$ cat src/rtl/blink_rx.sv
// Blink receiver: measures led_in half-periods against 2**CBITS and tracks lock.
// Optional concurrent checks compile in when BLINK_RX_ASSERT_EN is defined.
module blink_rx #(
    parameter int CBITS    = 9,
    parameter int TOL      = 2,
    parameter int LOCK_CNT = 3
) (
    input  logic             clk,
    input  logic             rst,
    input  logic             led_in,
    output logic             edge_o,
    output logic             err_o,
    output logic             locked,
    output logic             phase_o,
    output logic [CBITS+1:0] interval_o
);
    localparam int W = CBITS + 2;
    localparam logic [W-1:0] HALF    = W'(1) << CBITS;
    localparam logic [W-1:0] HALF_LO = HALF - W'(TOL);
    localparam logic [W-1:0] HALF_HI = HALF + W'(TOL);
    localparam logic [3:0]   LOCK_N  = 4'(LOCK_CNT);

    typedef enum logic [1:0] {IDLE, ACQ, LOCK} state_t;

    state_t         state;
    logic           led_q;
    logic [W-1:0]   run;
    logic [3:0]     good_cnt;

    logic           edge_det;
    logic [W-1:0]   interval;
    logic [W-1:0]   run_next;
    logic           good;
    logic           timeout;

    assign edge_det = led_in ^ led_q;
    assign interval = run + W'(1);
    assign good     = (interval >= HALF_LO) && (interval <= HALF_HI);
    // An edge landing exactly at HALF+TOL wins over the timeout.
    assign timeout  = (state != IDLE) && (run == HALF_HI) && !edge_det;
    assign run_next = edge_det ? '0 : ((&run) ? run : run + W'(1));

    // NOTE: every register here uses <= so all reads see the pre-edge values.
    always_ff @(posedge clk or posedge rst) begin
        if (rst) begin
            state      <= IDLE;
            led_q      <= 1'b0;
            run        <= '0;
            good_cnt   <= '0;
            edge_o     <= 1'b0;
            err_o      <= 1'b0;
            locked     <= 1'b0;
            phase_o    <= 1'b0;
            interval_o <= '0;
        end else begin
            led_q  <= led_in;
            edge_o <= edge_det;
            err_o  <= 1'b0;
            case (state)
                IDLE: begin
                    run <= '0;
                    if (edge_det) begin
                        state    <= ACQ;
                        good_cnt <= '0;
                    end
                end
                ACQ: begin
                    run <= run_next;
                    if (edge_det) begin
                        interval_o <= interval;
                        phase_o    <= led_in;
                        if (good) begin
                            good_cnt <= good_cnt + 4'd1;
                            if (good_cnt + 4'd1 == LOCK_N) begin
                                state  <= LOCK;
                                locked <= 1'b1;
                            end
                        end else begin
                            err_o    <= 1'b1;
                            good_cnt <= '0;
                        end
                    end else if (timeout) begin
                        err_o    <= 1'b1;
                        state    <= IDLE;
                        run      <= '0;
                        good_cnt <= '0;
                    end
                end
                LOCK: begin
                    run <= run_next;
                    if (edge_det) begin
                        interval_o <= interval;
                        phase_o    <= led_in;
                        if (!good) begin
                            err_o    <= 1'b1;
                            state    <= ACQ;
                            locked   <= 1'b0;
                            good_cnt <= '0;
                        end
                    end else if (timeout) begin
                        err_o    <= 1'b1;
                        state    <= IDLE;
                        locked   <= 1'b0;
                        run      <= '0;
                        good_cnt <= '0;
                    end
                end
                default: begin
                    state  <= IDLE;
                    locked <= 1'b0;
                    run    <= '0;
                end
            endcase
        end
    end

`ifdef BLINK_RX_ASSERT_EN
    a_err_unlocks: assert property (@(posedge clk) disable iff (rst)
        err_o |=> (!locked || edge_o));
    // A timeout error (no edge alongside) can never repeat on the next cycle.
    a_timeout_single: assert property (@(posedge clk) disable iff (rst)
        (err_o && !edge_o) |=> !(err_o && !edge_o));
    a_lock_live: assert property (@(posedge clk) disable iff (rst)
        locked |-> s_eventually (edge_o || err_o));
    a_lock_on_edge: assert property (@(posedge clk) disable iff (rst)
        $rose(locked) |-> edge_o);
`else
    // Checks disabled: the datapath above is identical either way.
`endif

endmodule
$ cat config.mk
export PLATFORM = sky130hd
export DESIGN_NAME = blink_rx
export DESIGN_NICKNAME = d
export VERILOG_FILES = /design/src/rtl/blink_rx.sv
export SDC_FILE = /design/constraint.sdc
export NUM_CORES = 1
export LEC_CHECK = 0
export CORE_MARGIN = 2
export CORE_UTILIZATION = 40
export CTS_CLUSTER_DIAMETER = 60
export DETAILED_ROUTE_END_ITERATION = 8
export GPL_TIMING_DRIVEN = 0
export PLACE_DENSITY = 0.61
export SLEW_MARGIN = 20
export SYNTH_ARGS = -nofsm -noshare
export SYNTH_HDL_FRONTEND = slang
export SYNTH_SLANG_ARGS = --single-unit
$ cat constraint.sdc
create_clock -name clk -period 8.76 [get_ports clk]
set_clock_uncertainty 0.2 [all_clocks]
set_input_delay 1.314 -clock clk [delete_from_list [all_inputs] [get_ports clk]]
set_output_delay 1.314 -clock clk [all_outputs]
set_load 0.1 [all_outputs]
==> results of run 1 <==
## cells in the mapped netlist (2+ instances only)
library cell	instances	share of area [%]
xnor2_1	9	4.1
o21ai_0	13	3.4
or4_1	2	0.79
clkbuf_1	5	0.98
nand3_1	9	2.4
nor3_1	6	1.6
nor3b_1	2	0.79
xor2_1	3	1.4
a211o_1	3	1.4
nor2_1	23	4.5
inv_1	12	2.4
nor2b_1	4	1.3
nand4_1	3	0.98
a31oi_1	2	0.65
and2_1	3	0.98
o22ai_1	2	0.65
a21oi_1	24	6.3
clkbuf_2	2	0.52
nand2_1	11	2.2
and4b_1	2	1.0
ha_1	9	5.9
a211oi_1	3	1.2
dfrtp_1	33	43
o31ai_1	2	0.79
## sequential cells by signal, indices dropped and copies added, names as in the netlist
| register | flops |
|---|---|
| interval_o | 11 |
| run | 11 |
| good_cnt | 4 |
| state | 2 |
| edge_o | 1 |
| err_o | 1 |
| led_q | 1 |
| locked | 1 |
| phase_o | 1 |
## logic make-up (layout without fill, tap and decap cells)
| kind of cell | Yosys count | in the layout | share of synthesized area (%) |
|---|---|---|---|
| xor gates and xnor gates | 12 | 12 | 5.50 |
| DFF | 33 | 33 | 43.2 |
| AOI/OAI and AO/OA | 60 | 60 | 19.6 |
| muxes | 1 | 1 | 0.524 |
| adders and majority gates | 9 | 9 | 5.89 |
| buffers and inverters | 22 | 46 | 4.71 |
| and+or+nand+nor | 74 | 74 | 20.5 |
## layout make-up
class                      instances  area (sq um)  area share (%)
sequential                        33           826            37.0
inverter                          12          45.0            2.02
timing repair buffer              17           170            7.61
buffer                            10          45.0            2.02
multi-input combinational        156           995            44.5
clock buffer                       7          86.3            3.86
tap                               54          67.6            3.02
## metal layers
metal	share of wire, %	routed length (um)	track usage, %	vias up
met1	49	2020	22.9	747
met5	0	0	0	-
li1	-	-	-	802
met2	45	1870	26.4	39
met3	4.8	201	2.90	6
met4	1.2	51	6.17	0
## worst paths after layout
kind | start | end | slack, ns
worst max-delay path | led_in | good_cnt[2]$_DFFE_PP0P_ | 5.09
worst min-delay path | led_q$_DFF_PP0_ | phase_o$_DFFE_PP0P_ | 0.30
worst max register to register | run[1]$_DFF_PP0_ | good_cnt[1]$_DFFE_PP0P_ | 5.65
worst min register to register | led_q$_DFF_PP0_ | phase_o$_DFFE_PP0P_ | 0.30
max in group asynchronous | rst | good_cnt[0]$_DFFE_PP0P_ | 6.63
min in group asynchronous | rst | interval_o[2]$_DFFE_PP0P_ | 1.27
## worst max-delay path: cells and delay by family
kind                   cells  cell delay (ns)
AO/OA/AOI/OAI              3             0.67
XOR/XNOR                   1             0.56
buffers and inverters      2             0.68
AND/OR/NAND/NOR            2             0.48
## report_power, final
group          total (mW)  internal, mW  switching, mW  leakage, nW
Sequential          0.207         0.188         0.0194        0.424
Clock               0.113        0.0623         0.0512       0.0443
Combinational       0.407        0.0952          0.311        0.430
Total               0.727         0.345          0.382        0.899
==> results_dict.tcl, run 1 <==
set metrics [dict create \
    core_sq_um 4660 \
    slew_violations 0 \
    fin_cells 289 \
    antenna_found_initial 0 \
    gr-total-overflow 0 \
    post_cts_buffers 0 \
    final_common_cell "dfrtp_1" \
    peakVddDrop_v 0.000232 \
    r2r_cells 8 \
    yosysWarnings 0 \
    min_path_type "reg2reg" \
    n_antenna_cell 0 \
    cp-end-kind "flip-flop" \
    die_y_um 73.1 \
    die_w_um 73.1 \
    min_path_cells 1 \
    worstPathArrival_ns 3.69 \
    place_ws_ns 4.83 \
    hold_viol 0 \
    layout_min_cycle_time_ns 3.67 \
    drtPass1Iterations 4 \
    worstPathMaxFanout 9 \
    timing.setup.tns_ns 0 \
    power_mw 0.727 \
    ys.flop_type "dfrtp_1" \
    syn2layout_area_growth_pct 17.0 \
    clock-sinks 33 \
    stdcell_area_sq_um 2230 \
    slowest_delay_ns 0.56 \
    post_dp_cell_area_sq_um 2150 \
    drt-initial-drc-count 78 \
    pin_count 18 \
    power.density_nw_per_um2 325 \
    tightest_slew_ns 0.969 \
    dp_cells 282 \
    grt_pass1_vias 1508 \
    cts_root_buf "clkbuf_8" \
    synth_edf_count 0 \
    hold_ws_ns 0.296 \
    wl_um 4150 \
    finalSetupViolations 0 \
    drv_cap 0 \
    cp-start-kind "input port" \
    slew_headroom_pct 35.2 \
    post-route-period-util_pct 41.9 \
    cts_made_buffers 5 \
    drc_errors 0 \
    portBuffers 17 \
    clk_pin_slew_worst_paths_ns 0.06 \
    clock_latency_ns 0.28 \
    utilization_pct 47.9 \
    timing.fmax_mhz 272 \
    setup.worst_path.class "in2reg" \
    required_ns 8.78 \
    dpl.hpwl_um 2890 \
    cts_tree "yes" \
    vias_per_cell 5.52 \
    status "complete, no violations" \
    grt_use_total_pct 16.7 \
    crit_slowest_cell "xnor2_1" \
    rsz0062_at_grt "false" \
    gp_congestion 0.816 \
    most-common-layout-cells "33 x dfrtp_1, 24 x a21oi_1, 23 x nor2_1" \
    synth_cells 211 \
    vias 1594 \
    postCtsResizedCells 0 \
    grt_pass1_wl_um 6960 \
    p_leak_nw 0.899 \
    setup_slack_ns 5.09 \
    grt_max_degree 34 \
    synth_nets 223 \
    row_count 25 \
    clockBufferDepth 2 \
    ys_seq_elements 33 \
    syn_area_sq_um 1910 \
    synthArstFlopShare_pct 100 \
    htreeDepth 2 \
    drtAntennaViolNets 0 \
    crit_chain "clkdlybuf4s50_1 -> xnor2_1 -> inv_1 -> nor2_1 -> nand2_1 -> o21ai_0 -> o21bai_1 -> a21bo_1" \
    initial_core_util_pct 41.0 \
    seq_area_frac_synth_pct 43.2 \
    cts_hold_buf 0 \
    synth.distinct_cells 48 \
    drive_gt1_share_pct 8.09 \
    dieArea_sq_um 5350 \
    n_fill_cell 455 \
    wire_per_inst_um 14.4 \
    postSynthAreaPerCell_sq_um 9.05 \
    layout.nets 247 \
]
(Power assumes the default switching activity.)
==> run 2: changes to the inputs <==
PLACE_DENSITY = 0.63   (was 0.61)
clock period = 3 ns   (was 8.76 ns; I/O delays follow)
==> run 2 against run 1 <==
Effect of this change: sequential share of layout area down 1.3 points; highest routed layer unchanged; via count up 2.9%; critical path type is now reg2reg; combinational power rose to 3.0 times the previous value; final cell count up 0.35%; power rose to 3.0 times the previous value; first-iteration DRC count down 5.1%.
==> results_dict.tcl, run 2 (synthesis gave the netlist of run 1 again) <==
set metrics [dict create \
    status "complete, no violations" \
    r2r_cells 9 \
    min_to "locked$_DFFE_PP0P_" \
    timing.fmax_mhz 345 \
    rsz0062_at_grt "false" \
    wl_um 4420 \
    cp-end-kind "flip-flop" \
    slew_violations 0 \
    initial_core_util_pct 41.0 \
    cts_made_buffers 5 \
    n_fill_cell 438 \
    die_w_um 73.1 \
    finalSetupViolations 0 \
    min_path_cells 2 \
    ff2ff_setup_slack_ns 0.10 \
    drv_cap 0 \
    cts_tree "yes" \
    hold_ws_ns 0.313 \
    cts_hold_buf 0 \
    worst_r2r_startpoint "run[0]$_DFF_PP0_" \
    drtPass1Iterations 4 \
    crit_chain "clkbuf_4 -> inv_1 -> ha_1 -> a211o_1 -> a211oi_4 -> nand3_2 -> a211o_4 -> or4_1 -> a21bo_1" \
    most-common-layout-cells "32 x dfrtp_1, 24 x a21oi_1, 23 x nor2_1" \
    hold_path_startpoint "locked$_DFFE_PP0P_" \
    layout_min_cycle_time_ns 2.90 \
    die_y_um 73.1 \
    portBuffers 17 \
    peakVddDrop_v 0.000595 \
    grt_use_total_pct 17.5 \
    largestRegisters "interval_o (11), run (11), good_cnt (4)" \
    clockBufferDepth 2 \
    worstPathArrival_ns 2.93 \
    n_antenna_cell 0 \
    wire_per_inst_um 15.3 \
    cp-start-kind "flip-flop" \
    row_count 25 \
    layout.nets 248 \
    min_path_type "reg2reg" \
    htreeDepth 2 \
    hold_viol 0 \
    p_leak_nw 0.914 \
    cp_top_family "compound AO/OA/AOI/OAI gates" \
    gr-total-overflow 0 \
    cts_root_buf "clkbuf_8" \
    grt_pass1_wl_um 7130 \
    vias 1641 \
    slew_headroom_pct 35.3 \
    crit_slowest_cell "or4_1" \
    clock-sinks 33 \
    grt_max_degree 34 \
    pin_count 18 \
    clk_pin_slew_worst_paths_ns 0.06 \
    power_mw 2.16 \
    power.density_nw_per_um2 930 \
    tightest_slew_ns 0.968 \
    grt_pass1_vias 1531 \
    cp.buffers_inverters 2 \
    fin_cells 290 \
    worstPathMaxFanout 7 \
    required_ns 3.03 \
    drt-initial-drc-count 74 \
    drc_errors 0 \
    syn2layout_area_growth_pct 21.3 \
    clock_latency_ns 0.29 \
    post_dp_cell_area_sq_um 2150 \
    slowest_delay_ns 0.46 \
    reg2reg_to "good_cnt[2]$_DFFE_PP0P_" \
    vias_per_cell 5.66 \
    stdcell_area_sq_um 2320 \
    dp_cells 282 \
    drtAntennaViolNets 0 \
    drive_gt1_share_pct 12.3 \
    setup.worst_path.class "reg2reg" \
    dpl.hpwl_um 2890 \
    antenna_found_initial 0 \
    dieArea_sq_um 5350 \
    post-route-period-util_pct 96.6 \
    gp_congestion 0.807 \
    core_sq_um 4660 \
    final_common_cell "dfrtp_1" \
]
[run 2: changes by cell type in the layout (fill, tap and decap cells not counted), moves of 2 or more]
cell / before / now
xnor2_1: 9 / 7
xnor2_2: 0 / 2
nand3_2: 1 / 3
nand3_1: 9 / 7
[run 2: worst min-delay path, stage by stage, from the launching register on]
cell	delay [ns]
dfrtp_1	0.34
o21ai_0	0.08
o31ai_1	0.06
[run 2: layout make-up]
| cell class | instances | area (sq um) | area share, % |
|---|---|---|---|
| multi-input cells | 156 | 1070 | 46.0 |
| flip-flops and latches | 33 | 827 | 35.7 |
| repair buffers | 18 | 178 | 7.67 |
| clock buffers | 7 | 86.3 | 3.73 |
| well taps | 54 | 67.6 | 2.92 |
| plain buffers | 10 | 47.5 | 2.05 |
| inverters | 12 | 45.0 | 1.94 |
[run 2: report_power, final]
group / internal (mW) / leakage, nW / switching (mW)
Clock: 0.182 / 0.0443 / 0.159
Combinational: 0.287 / 0.447 / 0.921
Sequential: 0.548 / 0.422 / 0.0584
[run 2: worst max-delay path by stage]
stage	endpoint	cells after the start	start
2_1_floorplan	good_cnt[2]$_DFFE_PP0P_	8	run[1]$_DFF_PP0_
3_3_place_gp	good_cnt[2]$_DFFE_PP0P_	8	led_in
3_5_place_dp	good_cnt[1]$_DFFE_PP0P_	8	run[1]$_DFF_PP0_
4_1_cts	good_cnt[2]$_DFFE_PP0P_	8	run[1]$_DFF_PP0_
5_1_grt	good_cnt[2]$_DFFE_PP0P_	9	run[0]$_DFF_PP0_
6_report	good_cnt[2]$_DFFE_PP0P_	9	run[0]$_DFF_PP0_
[run 2: per-layer routing]
metal / part of all wire [%] / track usage, % / wire length, um
met1: 49 / 23.6 / 2150
met2: 46 / 27.0 / 2030
met3: 3.7 / 4.28 / 162
met4: 1.7 / 7.00 / 75
met5: 0 / 0 / 0
[run 2: what timing repair did]
action / 4_1_cts / 5_1_grt
gates resized for setup: 5 / 9
endpoints found under the setup margin: 5 / 7
buffers inserted: 1 / 0
hold endpoints to repair: 0 / 0
pin swaps: 0 / 2
[run 2: through the flow]
stage               TNS [ns]  setup slack, ns  utilization [%]
floorplan                  0            0.229                -
global placement      -0.372          -0.0995             46.1
detailed placement    -0.353          -0.0997             46.1
CTS                        0           0.0230             48.6
global route               0          0.00371             49.7
finish                     0            0.101             49.7
==> run 3: changes to the inputs <==
ABC_CLOCK_PERIOD_IN_PS = 3000   (was default)
CAP_MARGIN = 20   (was default)
==> results of run 3 <==
Final layout, timing and power as in run 2 (identical DEF).
